**src/rtl/store_unit.sv**
```systemverilog
// Write-side memory stage: narrows SB/SH/SW register data onto byte lanes and
// performs one valid/ready write to data memory, reporting done or an error code.
module store_unit #(
  parameter int unsigned TIMEOUT = 255
) (
  input  logic        clk,
  input  logic        rst,
  input  logic        req_valid,
  output logic        req_ready,
  input  logic [1:0]  req_size,
  input  logic [31:0] req_addr,
  input  logic [31:0] req_data,
  output logic        mem_valid,
  input  logic        mem_ready,
  output logic [31:0] mem_addr,
  output logic [31:0] mem_wdata,
  output logic [3:0]  mem_be,
  output logic        busy,
  output logic        done,
  output logic        err,
  output logic [1:0]  err_code
);

  typedef enum logic [1:0] {IDLE, MEM, RESP, FAIL} state_t;

  localparam logic [7:0] LIMIT = 8'(TIMEOUT);

  localparam logic [1:0] CODE_MISALIGN = 2'b01;
  localparam logic [1:0] CODE_SIZE     = 2'b10;
  localparam logic [1:0] CODE_TIMEOUT  = 2'b11;

  state_t      state_q, state_d;
  logic [7:0]  cnt_q, cnt_d, cnt_inc;
  logic [31:0] addr_q, addr_d;
  logic [31:0] wdata_q, wdata_d;
  logic [3:0]  be_q, be_d;
  logic [1:0]  code_q, code_d;

  assign cnt_inc = cnt_q + 8'd1;

  always_comb begin
    state_d = state_q;
    cnt_d   = cnt_q;
    addr_d  = addr_q;
    wdata_d = wdata_q;
    be_d    = be_q;
    code_d  = code_q;
    case (state_q)
      IDLE: begin
        if (req_valid) begin
          addr_d = {req_addr[31:2], 2'b00};
          cnt_d  = 8'd0;
          case (req_size)
            2'b00: begin
              wdata_d = {4{req_data[7:0]}};
              be_d    = 4'b0001 << req_addr[1:0];
              state_d = MEM;
            end
            2'b01: begin
              wdata_d = {2{req_data[15:0]}};
              be_d    = req_addr[1] ? 4'b1100 : 4'b0011;
              if (req_addr[0]) begin
                code_d  = CODE_MISALIGN;
                state_d = FAIL;
              end else begin
                state_d = MEM;
              end
            end
            2'b10: begin
              wdata_d = req_data;
              be_d    = 4'b1111;
              if (req_addr[1:0] != 2'b00) begin
                code_d  = CODE_MISALIGN;
                state_d = FAIL;
              end else begin
                state_d = MEM;
              end
            end
            default: begin
              code_d  = CODE_SIZE;
              state_d = FAIL;
            end
          endcase
        end
      end
      MEM: begin
        // A ready arriving in the expiry cycle still completes the write.
        if (mem_ready) begin
          state_d = RESP;
        end else begin
          cnt_d = cnt_inc;
          if (cnt_inc == LIMIT) begin
            code_d  = CODE_TIMEOUT;
            state_d = FAIL;
          end
        end
      end
      RESP:    state_d = IDLE;
      FAIL:    state_d = IDLE;
      default: state_d = IDLE;
    endcase
  end

  always_ff @(posedge clk or posedge rst) begin
    if (rst) begin
      state_q <= IDLE;
      cnt_q   <= 8'd0;
      addr_q  <= 32'd0;
      wdata_q <= 32'd0;
      be_q    <= 4'd0;
      code_q  <= 2'd0;
    end else begin
      state_q <= state_d;
      cnt_q   <= cnt_d;
      addr_q  <= addr_d;
      wdata_q <= wdata_d;
      be_q    <= be_d;
      code_q  <= code_d;
    end
  end

  // Outputs depend only on registered state, never on req_* or mem_ready.
  assign req_ready = (state_q == IDLE);
  assign busy      = (state_q != IDLE);
  assign mem_valid = (state_q == MEM);
  assign done      = (state_q == RESP);
  assign err       = (state_q == FAIL);
  assign err_code  = (state_q == FAIL) ? code_q : 2'b00;
  assign mem_addr  = mem_valid ? addr_q  : 32'd0;
  assign mem_wdata = mem_valid ? wdata_q : 32'd0;
  assign mem_be    = mem_valid ? be_q    : 4'd0;

endmodule

```
**config.mk**
```make
export PLATFORM = sky130hd
export DESIGN_NAME = store_unit
export DESIGN_NICKNAME = d
export VERILOG_FILES = /design/src/rtl/store_unit.sv
export SDC_FILE = /design/constraint.sdc
export NUM_CORES = 1
export LEC_CHECK = 0
export BUFFER_PORTS_ARGS = -buffer_cell sky130_fd_sc_hd__buf_2
export CAP_MARGIN = 20
export CORE_MARGIN = 3
export CORE_UTILIZATION = 45
export DETAILED_ROUTE_END_ITERATION = 8
export PLACE_DENSITY = 0.76
export SLEW_MARGIN = 20
export SYNTH_ARGS = -nofsm -noshare
export SYNTH_HDL_FRONTEND = slang
export SYNTH_SLANG_ARGS = --single-unit
export TNS_END_PERCENT = 50
```
**constraint.sdc**
```tcl
create_clock -name clk -period 1.92 [get_ports clk]
set_input_delay 0.096 -clock clk [delete_from_list [all_inputs] [get_ports clk]]
set_output_delay 0.096 -clock clk [all_outputs]
set_load 0.1 [all_outputs]
```
### Yosys cells after proc, flatten, opt, wreduce, memory -nomap -nowiden

Cells that the tools add are included.

* add/sub/neg operators: 1
* eq/ne operators: 13
* shift operators: 1
* multiplexer cells: 23
* reduce and logical (&&, ||, !) cells: 12

Operators with widths (count)
* $pmux W32 S3: 1
* $mux W32: 2
* $mux W2: 10
* $pmux W2 S3: 3
* $mux W8: 2
* $pmux W8 S2: 1
* $pmux W4 S3: 1
* $add A8 B1 Y8 const B: 1
* $eq A8 B8 Y1 const B: 1
* $mux W4: 2
* $reduce_and A7 Y1: 1
* $eq A2 B2 Y1 const B: 3
* $ne A2 B2 Y1 const B: 3
* $ne A3 B3 Y1 const B: 2
* $reduce_and A3 Y1: 2
* $reduce_bool A2 Y1: 3
* $eq A2 B1 Y1 const B: 2
* $logic_not A2 Y1: 2
* $pmux W2 S2: 1
* $reduce_and A2 Y1: 2
* $shl A1 B2 Y4 const A: 1
* $ne A3 B1 Y1 const B: 1
* $reduce_bool A3 Y1: 1
* $ne A2 B1 Y1 const B: 1
* $reduce_or A2 Y1: 1

* flip-flop bits (word level): 78
* bits of input ports: 70
* output and inout port bits: 75
* word-level logic and storage cells: 56

### Depth between registers and ports, before layout

* depth in word-level cells: 5
* mapped depth: 8
* gate-level depth less buffers: 7

### Least setup slack after synthesis

OpenSTA, ideal clock, no wires.

* path type: reg2reg
* start point: register state_q[1]
* end point: register addr_q[10]
* setup time: 0.125 ns
* data arrival time: 2.764 ns
* data required time: 1.795 ns
* slack: -0.968 ns
* cell stages (with the launch flop): 6
* buffers on the path: 2
* clock period less this slack: 2.888 ns
* cells stage by stage: dfrtp_1 -> nor2_1 -> and2_1 -> clkbuf_1 -> buf_2 -> mux2_2

* cells in the longest elaborated chain, start to end: 2

Ends and longest elaborated chain
* start: declaration: RTL line 32 `state_t state_q, state_d;`
* start signal: assignment: RTL line 113 `state_q <= state_d;`
* $logic_not A2 Y1
* named net req_ready: RTL line 9 `output logic req_ready,`
* $reduce_and A2 Y1 (no source line)
* end signal: assignment: RTL line 115 `addr_q <= addr_d;`
* end: declaration: RTL line 34 `logic [31:0] addr_q, addr_d;`

The timed path passes the listed nets, and every way through them passes these cells.
A chain may end at the register's enable or synchronous reset.

### Final worst setup path

* start point: register cnt_q[0]
* end point: register state_q[1]

* cells in the longest elaborated chain, start to end: 4

Ends and longest elaborated chain
* start: declaration: RTL line 33 `logic [7:0] cnt_q, cnt_d, cnt_inc;`
* start signal: assignment: RTL line 114 `cnt_q <= cnt_d;`
* $add A8 B1 Y8: RTL line 39 `assign cnt_inc = cnt_q + 8'd1;`
* $eq A8 B8 Y1: RTL line 92 `if (cnt_inc == LIMIT) begin`
* $ne A3 B1 Y1 (no source line)
* $reduce_and A2 Y1 (no source line)

No other way between the ends.

==> qor.yml <==
final.period_utilization: 0.944
clock-sinks: 78
fin_hold_ws_ps: 21.6
fillers: 531
ioPinCount: 145
clock_path_buffers: 2
maxSlewViolCount: 0
cts_inserted_buffers: 9
netlist_area_um2: 4010
worst_slew_pin_slew_ps: 588
endpoint: "state_q[1]"
dr_total_vias: 3757
cts_root_buffer: "clkbuf_8"
cp.arrival_ps: 2060
grt_pass1_wl_um: 19600
crit_path_max_fanout: 4
p_sw_frac: 0.520
place.gp.congestion: 0.937
power_frac_comb: 0.664
worst_setup_path_start_kind: "register"
critPathCaptureType: "register"
status: "finished clean"
finalNetCount: 666
crit_chain: "ha_1, nand3_2, xor2_1, or4_4, a221oi_2"
pwr-share-seq: 0.236
fin_util: 0.762
h-tree-depth: 3
period_needed_ps: 1810
die_y_um: 100
ys_ff_latch: 78
drc: 0
grt_usage: 0.253
reg2reg_slack_ps: 110
dr.pass1.iters: 5
path_depth: 5
design_area_um2: 6420
cap_violations: 0
rsz0062_at_grt: "no"
hp-class: "in2reg"
relSlewSlack: 0.607
yosysUniqueCellTypes: 39
grt_remaining_overflow: 0
p_leak_nw: 2.91
finalNonFillerCells: 699
row_count: 33
drive_gt1_frac: 0.378
finalHoldViolCount: 0
r2r_cells: 5
dieArea_um2: 10100
p_sw_w: 0.00627
path_delay_family: "simple AND/OR/NAND/NOR gates"
cts_tree: "built"
grt_pass1_vias: 3867
routedWlPerCell_um: 18.1
crit_buf_inv: 0
hp-start: "req_addr[22]"
die-width_um: 100
clk_pin_slew_ps: 80
power_frac_clock: 0.101
setup_viol: 0
r2r-start: "cnt_q[0]"
path_class: "reg2reg"
place_inst: 653
area_growth_pct: 60.1
max_freq_ghz: 0.552
intPower_w: 0.00578
slowest_delay_ps: 550
tns_ps: 0
placed_cell_area_um2: 5900
synth.avg_cell_area_um2: 9.52
vias_per_cell: 5.37
skew_ps: 9.30
drt-total-wl_um: 12700
clkLatencyLatePin_ps: 340
grt_max_degree: 61
dr.first_iter.drc_count: 207
required_ps: 2160
core-area_um2: 8420
initial_utilization: 0.476
critPathLaunch: "cnt_q[0]"
antenna_found_initial: 1
synth-warning-count: 0
reg2reg_to: "state_q[1]"
cp_slowest_cell: "or4_4"
synth_cells: 421
ir_worst_vdd_v: 0.00154
ant_nets: 0
place_hpwl_um: 8000
yosysSeqAreaShare: 0.487
powerDensity_nw_per_um2: 1880
portBuffers: 142
## cell families after synthesis
group,share of synthesized area
AND/OR/NAND/NOR,0.225
XOR/XNOR,0.00875
buffers and inverters,0.0418
flip-flops,0.487
other,0.000936
AO/OA/AOI/OAI,0.133
multiplexers,0.0843
adder cells (fa/ha/maj),0.0187
## power groups by stage
stage / Sequential (W) / Clock [W] / Combinational [W]
after floorplan: 0.00271 / 0 / 0.00528
after global placement: 0.00277 / 0 / 0.00773
after detailed placement: 0.00283 / 0 / 0.00786
after CTS: 0.00280 / 0.00122 / 0.00792
after global routing: 0.00294 / 0.00131 / 0.00831
final: 0.00284 / 0.00121 / 0.00800
## worst register-to-register path, delay by kind of cell (launching register included)
family          cells  cell delay, ps
simple gates        2             690
xor+xnor            1             180
flops               1             380
compound gates      1             250
fa+ha+maj           1             220
## flip-flops by register name (all words and copies together) (netlist names)
| name | flops |
|---|---|
| addr_q | 30 |
| be_q | 4 |
| cnt_q | 8 |
| code_q | 2 |
| state_q | 2 |
| wdata_q | 32 |
## synthesized netlist by cell type
| master | n | share of area |
|---|---|---|
| clkbuf_1 | 18 | 0.017 |
| o22ai_1 | 1 | 0.0016 |
| ha_1 | 6 | 0.019 |
| nand3_1 | 3 | 0.0037 |
| xnor2_1 | 3 | 0.0066 |
| nand4_1 | 2 | 0.0031 |
| o21ai_0 | 37 | 0.046 |
| buf_2 | 5 | 0.0062 |
| a221oi_1 | 2 | 0.0044 |
| a21oi_1 | 18 | 0.022 |
| o311ai_0 | 1 | 0.0022 |
| nor2_4 | 1 | 0.0028 |
| nand2b_1 | 3 | 0.0047 |
| buf_4 | 3 | 0.0056 |
| o31ai_1 | 4 | 0.0075 |
| a22o_1 | 6 | 0.013 |
| nand2_2 | 1 | 0.0016 |
| clkinv_1 | 1 | 0.00094 |
| nand3_2 | 1 | 0.0025 |
| and2_1 | 71 | 0.11 |
| a211oi_1 | 2 | 0.0037 |
| buf_1 | 2 | 0.0019 |
| a221oi_2 | 1 | 0.0037 |
| a31oi_1 | 5 | 0.0078 |
| nor4_1 | 1 | 0.0016 |
| and3_1 | 2 | 0.0031 |
| dfrtp_1 | 78 | 0.49 |
| inv_1 | 11 | 0.010 |
| nor3b_1 | 1 | 0.0019 |
| nor2b_1 | 7 | 0.011 |
| nor2_1 | 21 | 0.020 |
| o21a_1 | 1 | 0.0019 |
| nor3_1 | 1 | 0.0012 |
| xor2_1 | 1 | 0.0022 |
| conb_1 | 1 | 0.00094 |
| or4_4 | 1 | 0.0028 |
| mux2_2 | 30 | 0.084 |
| a22oi_1 | 10 | 0.019 |
| nand2_1 | 58 | 0.054 |
## cells in the final DEF, fill, tap and decap left out, types with 2 or more instances in the layout
master,count
conb_1,2
a221oi_1,2
buf_4,10
and2_1,62
o31ai_1,4
a22oi_1,10
nor2_4,2
nand4_1,2
xnor2_1,3
and2_2,9
nand2b_1,2
clkbuf_8,10
clkinvlp_4,2
a31oi_1,5
o21ai_0,37
inv_1,10
dfrtp_1,74
and3_1,2
a22o_1,6
nand2_1,58
nand3_1,2
mux2_2,30
ha_1,6
nor2b_1,6
dfrtp_2,4
buf_2,75
nor2_1,19
a21oi_1,18
buf_12,70
dlygate4sd3_1,30
nand3_2,2
## stage by stage
step                      power (W)  worst slack (ps)
final                        0.0121               108
after global routing         0.0126              21.9
after CTS                    0.0119              53.6
after detailed placement     0.0107              37.3
after global placement       0.0105               101
after floorplan             0.00799             -80.1
## repair_timing
action,CTS,global route
gates cloned,0,0
resized for setup,1,5
buffers inserted,0,1
endpoints found under the hold margin,52,1
hold buffers,29,1
setup endpoints to repair,1,7
## how the worst min path moves through the flow
stage / cells past startpoint / slack (ps) / to
after global routing: 2 / 0.9 / addr_q[22]
after global placement: 2 / 190 / be_q[0]
after detailed placement: 2 / 200 / be_q[1]
final: 2 / 20 / addr_q[22]
after floorplan: 2 / 200 / wdata_q[0]
after CTS: 2 / 2 / addr_q[30]
## final cells by class
type	count	area, µm²	share of cell area
antenna	1	2.50	0.000390
clock buffer	11	141	0.0220
clock inverter	3	46.3	0.00722
inverter	12	48.8	0.00761
multi-input combinational	304	1940	0.302
sequential	78	1960	0.305
tap	105	131	0.0205
timing repair buffer	185	2150	0.335
## routing by layer
layer / share of wire / track usage / wire [µm]
met1: 0.38 / 0.296 / 4760
met5: 0 / 0 / 0
met4: 0.035 / 0.103 / 450
met3: 0.058 / 0.0521 / 737
met2: 0.53 / 0.452 / 6730
Note: power is estimated with default switching activity, not from simulation.
